$ cat src/rtl/beta_recursion_pkg.sv
// Shared constants, trellis tables and helpers for the max-log-MAP beta recursion.
// The trellis is the 4-state RSC code with feedback 7 and parity 5 (octal).
package beta_recursion_pkg;

  localparam int W_LLR      = 6;
  localparam int W_MET      = 10;
  localparam int WIN        = 4;
  localparam int W_ADDR     = 4;
  localparam int NUM_STATES = 4;
  localparam int W_CNT      = $clog2(WIN);
  localparam int W_SUM      = W_MET + 1;
  localparam int W_NRM      = W_MET + 2;

  localparam logic signed [W_MET-1:0] NEG_INIT = W_MET'(-256);

  // Successor of state s is held in bits [2s+1:2s]; parity of that branch in bit s.
  localparam logic [7:0] NEXT_U0 = {2'd1, 2'd3, 2'd2, 2'd0};
  localparam logic [7:0] NEXT_U1 = {2'd3, 2'd1, 2'd0, 2'd2};
  localparam logic [3:0] PAR_U0  = 4'b1100;
  localparam logic [3:0] PAR_U1  = 4'b0011;

  localparam logic signed [W_NRM-1:0] SAT_MAX = W_NRM'((1 << (W_MET - 1)) - 1);
  localparam logic signed [W_NRM-1:0] SAT_MIN = -SAT_MAX;

  typedef enum logic [1:0] {
    IDLE  = 2'd0,
    RUN   = 2'd1,
    DRAIN = 2'd2
  } fsm_state_t;

  function automatic logic signed [W_MET-1:0] saturate(input logic signed [W_NRM-1:0] x);
    logic signed [W_NRM-1:0] c;
    c = x;
    if (x > SAT_MAX) c = SAT_MAX;
    else if (x < SAT_MIN) c = SAT_MIN;
    return c[W_MET-1:0];
  endfunction

endpackage

$ cat src/rtl/beta_recursion_if.sv
// Step-symbol input, beta-bundle output and status of the beta recursion unit.
interface beta_recursion_if;
  import beta_recursion_pkg::*;

  // Both streams transfer on a cycle where valid && ready; a producer holding
  // valid keeps its payload stable until that cycle, and valid never waits on ready.
  logic                     start;
  logic                     init_term;
  logic                     in_valid;
  logic                     in_ready;
  logic [W_ADDR-1:0]        in_addr;
  logic signed [W_LLR-1:0]  lsys;
  logic signed [W_LLR-1:0]  lpar;
  logic                     out_valid;
  logic                     out_ready;
  logic [W_ADDR-1:0]        out_addr;
  logic [4*W_MET-1:0]       out_beta;
  logic                     out_last;
  logic                     busy;
  fsm_state_t               dbg_state;
  logic [NUM_STATES-1:0]    dbg_sel;

  modport slave (
    input  start, init_term, in_valid, in_addr, lsys, lpar, out_ready,
    output in_ready, out_valid, out_addr, out_beta, out_last, busy, dbg_state, dbg_sel
  );

  modport master (
    output start, init_term, in_valid, in_addr, lsys, lpar, out_ready,
    input  in_ready, out_valid, out_addr, out_beta, out_last, busy, dbg_state, dbg_sel
  );

endinterface

$ cat src/rtl/beta_recursion_acs.sv
// Add-compare-select for one trellis state: picks the larger of the two branch sums.
// A tie keeps the u=0 branch.
module beta_recursion_acs
  import beta_recursion_pkg::*;
(
  input  logic signed [W_MET-1:0] b_u0,
  input  logic signed [W_SUM-1:0] g_u0,
  input  logic signed [W_MET-1:0] b_u1,
  input  logic signed [W_SUM-1:0] g_u1,
  output logic signed [W_SUM-1:0] sum,
  output logic                    sel
);

  logic signed [W_SUM-1:0] s_u0;
  logic signed [W_SUM-1:0] s_u1;

  assign s_u0 = W_SUM'(b_u0) + g_u0;
  assign s_u1 = W_SUM'(b_u1) + g_u1;
  assign sel  = (s_u1 > s_u0);
  assign sum  = sel ? s_u1 : s_u0;

endmodule

$ cat src/rtl/beta_recursion.sv
// Backward state-metric recursion over one window of WIN trellis steps, emitting
// normalised betas (b0 forced to 0) tagged with the step address.
module beta_recursion
  import beta_recursion_pkg::*;
(
  input  logic       clk,
  input  logic       rst,
  beta_recursion_if.slave io
);

  fsm_state_t               state;
  logic signed [W_MET-1:0]  met [NUM_STATES];
  logic [W_CNT-1:0]         count;
  logic signed [W_SUM-1:0]  g_sys;
  logic signed [W_SUM-1:0]  g_par;
  logic signed [W_SUM-1:0]  acs_sum [NUM_STATES];
  logic [NUM_STATES-1:0]    acs_sel;
  logic signed [W_MET-1:0]  nxt [NUM_STATES];
  logic                     accept;
  logic                     last_step;

  assign g_sys = W_SUM'(io.lsys);
  assign g_par = W_SUM'(io.lpar);

  for (genvar s = 0; s < NUM_STATES; s++) begin : g_acs
    localparam logic [1:0] N0 = NEXT_U0[2*s +: 2];
    localparam logic [1:0] N1 = NEXT_U1[2*s +: 2];
    localparam logic       P0 = PAR_U0[s];
    localparam logic       P1 = PAR_U1[s];

    beta_recursion_acs u_acs (
      .b_u0 (met[N0]),
      .g_u0 (P0 ? g_par : '0),
      .b_u1 (met[N1]),
      .g_u1 (g_sys + (P1 ? g_par : '0)),
      .sum  (acs_sum[s]),
      .sel  (acs_sel[s])
    );

    // Normalising against state 0 keeps the metrics bounded across the window.
    assign nxt[s] = saturate(W_NRM'(acs_sum[s]) - W_NRM'(acs_sum[0]));
  end

  assign io.in_ready = (state == RUN) && !io.start && (!io.out_valid || io.out_ready);
  assign accept      = io.in_valid && io.in_ready;
  assign last_step   = (count == W_CNT'(WIN - 1));
  assign io.busy     = (state != IDLE);
  assign io.dbg_state = state;

  always_ff @(posedge clk) begin
    if (rst) begin
      state        <= IDLE;
      count        <= '0;
      io.out_valid <= 1'b0;
      io.out_last  <= 1'b0;
      io.out_addr  <= '0;
      io.out_beta  <= '0;
      io.dbg_sel   <= '0;
      for (int i = 0; i < NUM_STATES; i++) met[i] <= '0;
    end else if (io.start) begin
      // A new start always (re)opens a window and drops any undelivered beat.
      state        <= RUN;
      count        <= '0;
      io.out_valid <= 1'b0;
      io.out_last  <= 1'b0;
      met[0]       <= '0;
      for (int i = 1; i < NUM_STATES; i++) met[i] <= io.init_term ? NEG_INIT : '0;
    end else begin
      case (state)
        RUN: begin
          if (io.out_valid && io.out_ready) io.out_valid <= 1'b0;
          if (accept) begin
            for (int i = 0; i < NUM_STATES; i++) met[i] <= nxt[i];
            io.out_beta  <= {nxt[3], nxt[2], nxt[1], nxt[0]};
            io.out_addr  <= io.in_addr;
            io.out_valid <= 1'b1;
            io.out_last  <= last_step;
            io.dbg_sel   <= acs_sel;
            count        <= count + 1'b1;
            if (last_step) state <= DRAIN;
          end
        end
        DRAIN: begin
          if (io.out_valid && io.out_ready) begin
            io.out_valid <= 1'b0;
            io.out_last  <= 1'b0;
            state        <= IDLE;
          end
        end
        default: state <= IDLE;
      endcase
    end
  end

endmodule

$ cat src/flat_wrapper.sv
// flat-port wrapper written by rule: the top's interface ports become plain ports
module beta_recursion_flat import beta_recursion_pkg::*;
  (clk, rst, io_start, io_init_term, io_in_valid, io_in_addr, io_lsys, io_lpar, io_out_ready, io_in_ready, io_out_valid, io_out_addr, io_out_beta, io_out_last, io_busy, io_dbg_state, io_dbg_sel);
  beta_recursion_if io_i ();
  input  logic clk;
  input  logic rst;
  input wire logic [$bits(io_i.start)-1:0] io_start;
  input wire logic [$bits(io_i.init_term)-1:0] io_init_term;
  input wire logic [$bits(io_i.in_valid)-1:0] io_in_valid;
  input wire logic [$bits(io_i.in_addr)-1:0] io_in_addr;
  input wire logic [$bits(io_i.lsys)-1:0] io_lsys;
  input wire logic [$bits(io_i.lpar)-1:0] io_lpar;
  input wire logic [$bits(io_i.out_ready)-1:0] io_out_ready;
  output wire logic [$bits(io_i.in_ready)-1:0] io_in_ready;
  output wire logic [$bits(io_i.out_valid)-1:0] io_out_valid;
  output wire logic [$bits(io_i.out_addr)-1:0] io_out_addr;
  output wire logic [$bits(io_i.out_beta)-1:0] io_out_beta;
  output wire logic [$bits(io_i.out_last)-1:0] io_out_last;
  output wire logic [$bits(io_i.busy)-1:0] io_busy;
  output wire logic [$bits(io_i.dbg_state)-1:0] io_dbg_state;
  output wire logic [$bits(io_i.dbg_sel)-1:0] io_dbg_sel;
  assign io_i.start = io_start;
  assign io_i.init_term = io_init_term;
  assign io_i.in_valid = io_in_valid;
  assign io_i.in_addr = io_in_addr;
  assign io_i.lsys = io_lsys;
  assign io_i.lpar = io_lpar;
  assign io_i.out_ready = io_out_ready;
  assign io_in_ready = io_i.in_ready;
  assign io_out_valid = io_i.out_valid;
  assign io_out_addr = io_i.out_addr;
  assign io_out_beta = io_i.out_beta;
  assign io_out_last = io_i.out_last;
  assign io_busy = io_i.busy;
  assign io_dbg_state = io_i.dbg_state;
  assign io_dbg_sel = io_i.dbg_sel;
  beta_recursion u_core (.clk(clk), .rst(rst), .io(io_i));
endmodule
$ cat config.mk
export PLATFORM = sky130hd
export DESIGN_NAME = beta_recursion_flat
export DESIGN_NICKNAME = d
export VERILOG_FILES = /design/src/rtl/beta_recursion_pkg.sv /design/src/rtl/beta_recursion_if.sv /design/src/rtl/beta_recursion_acs.sv /design/src/rtl/beta_recursion.sv /design/src/flat_wrapper.sv
export SDC_FILE = /design/constraint.sdc
export NUM_CORES = 1
export LEC_CHECK = 0
export CORE_MARGIN = 2
export CORE_UTILIZATION = 40
export CTS_CLUSTER_SIZE = 28
export DETAILED_ROUTE_END_ITERATION = 10
export DONT_BUFFER_PORTS = 1
export SYNTH_ARGS = -nofsm -noshare
export SYNTH_HDL_FRONTEND = slang
export SYNTH_HIERARCHICAL = 1
export SYNTH_SLANG_ARGS = --single-unit
$ cat constraint.sdc
create_clock -name clk -period 8.7 [get_ports clk]
set_input_delay 0.87 -clock clk [delete_from_list [all_inputs] [get_ports clk]]
set_output_delay 0.87 -clock clk [all_outputs]
set_load 0.05 [all_outputs]
== After elaboration in Yosys (flattened, before gate mapping) ==
Memories as Yosys holds them, arrays and structs flattened.
Index checks and enable logic that the tools add are counted.
Widths: inputs -> output; s select.

* Reduce and logical (&&, ||, !) cells: 15
* Bitwise logic cells: 9
* Mux-type cells: 42
* Add/subtract/negate cells: 12
* Eq/ne operators: 9
* Order comparisons: 12

{| class="wikitable"
|+ Operator list
! operator !! count
|-
| $mux 10 || 17
|-
| $gt 12x10->1 const B || 4
|-
| $lt 12x10->1 const B || 4
|-
| $sub 11x11->12 || 4
|-
| $add 10x6->11 || 4
|-
| $mux 11 || 4
|-
| $add 10x7->11 || 2
|-
| $gt 11x10->1 || 2
|-
| $gt 11x11->1 || 2
|-
| $mux 1 || 15
|-
| $reduce_and 3->1 || 4
|-
| $ne 3x2->1 const B || 3
|-
| $or 1x1->1 || 8
|-
| $add 6x6->7 || 1
|-
| $mux 2 || 3
|-
| $ne 2x1->1 const B || 3
|-
| $eq 2x2->1 const B || 2
|-
| $logic_and 1x1->1 || 4
|-
| $pmux 1 s2 || 2
|-
| $pmux 2 s2 || 1
|-
| $reduce_bool 2->1 || 2
|-
| $add 2x1->2 const B || 1
|-
| $eq 2x1->1 const B || 1
|-
| $logic_not 1->1 || 2
|-
| other kinds (4) || 4
|}

* Output and inout bits: 54
* RAM bits: 40
* Logic and storage cells: 108
* Bits of input ports: 22
* Register bits: 54
* Memories: 1

{| class="wikitable"
|+ Memories
! name !! depth !! bits a word !! rd ports !! clocked after Yosys merged registers in !! write ports !! RTL line !! text
|-
| u_core.met || 4 || 10 || 4 || 0 || 4 || beta_recursion.sv:12 || <nowiki>logic signed [W_MET-1:0] met [NUM_STATES];</nowiki>
|}

== Longest topological paths before layout ==
* Depth after elaboration: 10
* Gate-level depth with buffers: 34
* Mapped depth without buffers: 33

== By module ==
The synthesis kept the hierarchy.

{| class="wikitable"
|+ Modules (own cells, without submodules)
! module !! instances !! sequential area each (µm²) !! area each (µm²) !! cells each
|-
| beta_recursion_acs || 4 || 0.0 || 1297.5 || 167
|-
| beta_recursion || 1 || 1701.6 || 4999.8 || 585
|}

== Worst setup path after synthesis ==
OpenSTA, ideal clock, no wires.

* Path type: input-to-reg
* Start point: input io_lsys[0]
* End point: register u_core.io.out_beta[20]
* Cell stages on the path: 30
* Setup time: 0.120 ns
* Arrival: 6.783 ns
* Setup slack: 1.797 ns
* Data required time: 8.580 ns
* Buffers on the path: 1
* Cells stage by stage: ha_1 -> inv_1 -> fa_1 -> inv_1 -> a21o_1 -> a21oi_1 -> o211ai_1 -> o21ai_0 -> ha_1 -> a21oi_1 -> nor2b_1 -> nor2_1 -> nand2_1 -> xor2_1 -> ha_1 -> a21o_1 -> a2111o_1 -> o21ai_2 -> buf_6 -> mux2i_1 -> inv_1 -> ha_1 -> nor2b_1 -> o2111ai_1 -> a21oi_1 -> or2_1 -> o311a_1 -> a22oi_4 -> nor2_2 -> o31a_1

{| class="wikitable"
|+ RTL lines
! item !! RTL line !! text
|-
| from (decl) || flat_wrapper.sv:11 || <nowiki>input wire logic [$bits(io_i.lsys)-1:0] io_lsys;</nowiki>
|-
| to (signal assigned) || beta_recursion.sv:74 || <nowiki>io.out_beta <= {nxt[3], nxt[2], nxt[1], nxt[0]};</nowiki>
|-
| to (decl) || beta_recursion_if.sv:25 || <nowiki>output in_ready, out_valid, out_addr, out_beta, out_last, busy, dbg_state, dbg_sel</nowiki>
|}

==> flow_summary.yaml <==
critical_path:
  crit_fanout: 14
  r2r_end: "u_core/met[3][3]$_SDFFCE_PN0P_"
  critPathKind: "in -> reg"
  critical_path_required_ps: 8870
  reg2reg_slack_ps: 2190
  worst_r2r_path_depth: 23
  crit_path_end_kind: "flip-flop"
  worst_setup_path_start_kind: "primary input"
  critical_path.endpoint: "u_core/met[2][8]$_DFFE_PP_"
  reg2reg_from: "u_core/met[1][0]$_SDFFCE_PN0P_"
  crit_arrival_ps: 7770
  critPathLaunch: "io_lsys[0]"
status:
  outcome: "completed"
place:
  placed_area_sq_mm: 0.0106
  port_buffers: 0
  dpl.hpwl_mm: 24.2
  gp_congestion: 0.958
routing:
  vias: 9030
  drc_errors: 0
  via_per_inst: 5.58
  maxUsedRoutingLayer: "met4"
  drtAntennaViolNets: 0
  met3RoutedLength_mm: 1.66
  first_pass_iters: 7
  drt-total-wl_mm: 29.4
  dr_wl_met2_mm: 13.4
  post_drt_wl_per_cell_um: 18.2
  wl_met1_mm: 14.0
  drtIter0Drc: 604
cells_and_area:
  utilization_pct: 43.6
  final_area_sq_mm: 0.0110
  multi_input_area_sq_mm: 0.00803
  area_delta_synth_final_pct: 7.51
  fillers: 2596
  n_antenna_cell: 0
  regArea_sq_mm: 0.00170
  fin_nets: 1483
  drive_above_1_share_pct: 4.82
synthesis:
  synth-edff-count: 22
  ys_top_cells_by_area: "ha_1 (21%), dfxtp_1 (10%), edfxtp_1 (6.5%)"
  syn-mean-instance-area_sq_um: 8.13
  synth.distinct_cells: 78
  synth-async-reset-ratio_pct: 0
  synth_area_sq_mm: 0.0102
  yosys_warnings: 6
  synth_top_cell_area_share_pct: 20.5
  synth_flop_cell: "dfxtp_1"
  seq_area_frac_synth_pct: 16.7
  netlist_instances: 1253
  yosysTopAreaCell: "ha_1"
  ys_ff_latch: 74
floorplanning:
  fp.dieH_um: 164
  die_area_sq_mm: 0.0268
  die-width_um: 164
  start_util_pct: 40.6
  num_rows: 58
  core_area_sq_mm: 0.0251
  boundaryPins: 76
clocking:
  cts_tree: "built"
  cts_setup_buffers: 0
  clk_latency_ps: 340
  clk_path_buf_depth: 2
  numCtsBuffers: 9
  clkSlewWorstSetupHoldPaths_ps: 60
  cts_resized: 0
  root_buffer: "clkbuf_16"
  cts_sinks: 74
  postCtsHoldBufs: 0
  cts-htree-levels: 3
grt:
  grt_usage_pct: 22.3
  grt_max_degree: 33
  grt_pass1_wl_mm: 46.8
  grt_overflow: 0
  antenna_found_initial: 0
  first_global_vias: 8513
sta:
  rsz0062_at_grt: "false"
  period_share_pct: 87.4
  maxSlewHeadroom_pct: 18.0
  timing.setup.tns_ps: 0
  tightest_slew_ps: 1230
  hold_violations: 0
  period_needed_ps: 7600
  clock.fmax_mhz: 132
  slew_violations: 0
  skew_ps: 14.3
  setup_viol: 0
run:
  drv_cap: 0
hold_path:
  hp-class: "reg -> reg"
metal layers:
layer / vias up / global-route usage (%)
met5: - / 0
met4: 0 / 4.35
met3: 24 / 2.92
met2: 207 / 36.8
met1: 4252 / 31.2
li1: 4547 / -
final cells by class:
cell class / instances / share of cell area [%]
Inverter: 113 / 3.87
Timing Repair Buffer: 6 / 0.411
Sequential cell: 74 / 15.5
Clock inverter: 6 / 1.05
Tap cell: 330 / 3.77
Multi-Input combinational cell: 1078 / 73.3
Clock buffer: 10 / 2.09
placed cells by master, fill, tap and decap left out, types with 16 or more instances in the layout:
cell        n
nor2_1     62
nor2b_1    32
mux2i_1    37
ha_1      167
inv_1     113
and3_1     16
xnor2_1    59
dfxtp_1    52
o211ai_1   23
nand2_1   101
o21ai_1    16
conb_1     58
o21a_1     16
edfxtp_1   22
a21o_1     61
xor2_1     35
nand3_1    33
o21ai_0    54
a21oi_1   101
worst min-delay path by stage:
stage | to | slack [ps] | depth (start not counted) | startpoint
floorplan | u_core/met[2][2]$_SDFFE_PP0P_ | 480 | 2 | u_core/met[2][2]$_SDFFE_PP0P_
global placement | u_core/count[1]$_SDFFE_PP0P_ | 510 | 2 | u_core/count[1]$_SDFFE_PP0P_
detailed placement | u_core/count[1]$_SDFFE_PP0P_ | 510 | 2 | u_core/count[1]$_SDFFE_PP0P_
CTS | u_core/count[1]$_SDFFE_PP0P_ | 530 | 2 | u_core/count[1]$_SDFFE_PP0P_
global route | u_core/count[1]$_SDFFE_PP0P_ | 550 | 2 | u_core/count[1]$_SDFFE_PP0P_
finish | u_core/count[1]$_SDFFE_PP0P_ | 520 | 2 | u_core/count[1]$_SDFFE_PP0P_
kinds of logic after synthesis:
family                   Yosys count  share of synthesized area [%]
XOR/XNOR                          94                           8.08
AND/OR/NAND/NOR                  314                           15.2
other                              1                         0.0368
multiplexers                      45                           4.52
adder cells (fa/ha/maj)          179                           22.9
flip-flops                        74                           16.7
AO/OA/AOI/OAI                    388                           25.9
buffers and inverters            158                           6.64
critical path, cell delays in order:
cell and delay [ps]:
ha_1 180, inv_1 70, fa_1 390, inv_1 70, a21o_1 100, a21oi_1 90
xnor2_1 320, ha_1 340, and4b_1 250, o21ai_0 230, nor3b_1 90, a211oi_1 340
inv_1 90, ha_1 210, a21o_1 150, a2111o_1 410, o21ai_2 580, mux2_2 400
inv_1 220, ha_1 360, a21oi_1 150, o21ai_0 280, or2_1 370, a31o_2 220
o32ai_2 360, nand2_1 380, nand3_1 240
cell usage after synthesis (23+ instances only):
cell type	count
nand3_1	33
nor2_1	63
a21o_1	61
nand2_1	101
dfxtp_1	52
ha_1	167
o21ai_0	54
xnor2_1	59
xor2_1	35
a21oi_1	101
o211ai_1	23
mux2i_1	37
nor2b_1	32
inv_1	113
stage by stage:
stage / cells / worst slack, ps / hold WS (ps)
after floorplan: 1310 / 1800 / 483
after global routing: 1617 / 560 / 547
after global placement: 1601 / 888 / 512
after detailed placement: 1601 / 810 / 515
after CTS: 1617 / 1140 / 527
final: 1617 / 1100 / 523
state kept, by name (all words and copies together) (netlist names):
signal and cells:
u_core/io.dbg_state 2, u_core/io.out_valid 1, u_core/io.out_addr 4, u_core/io.out_last 1, u_core/io.out_beta 30, u_core/count 2
u_core/met 30, u_core/io.dbg_sel 4
Power is left out: the tool's default activity adds up to more than one toggle a clock period on the data nets, which glitch-free logic cannot reach.
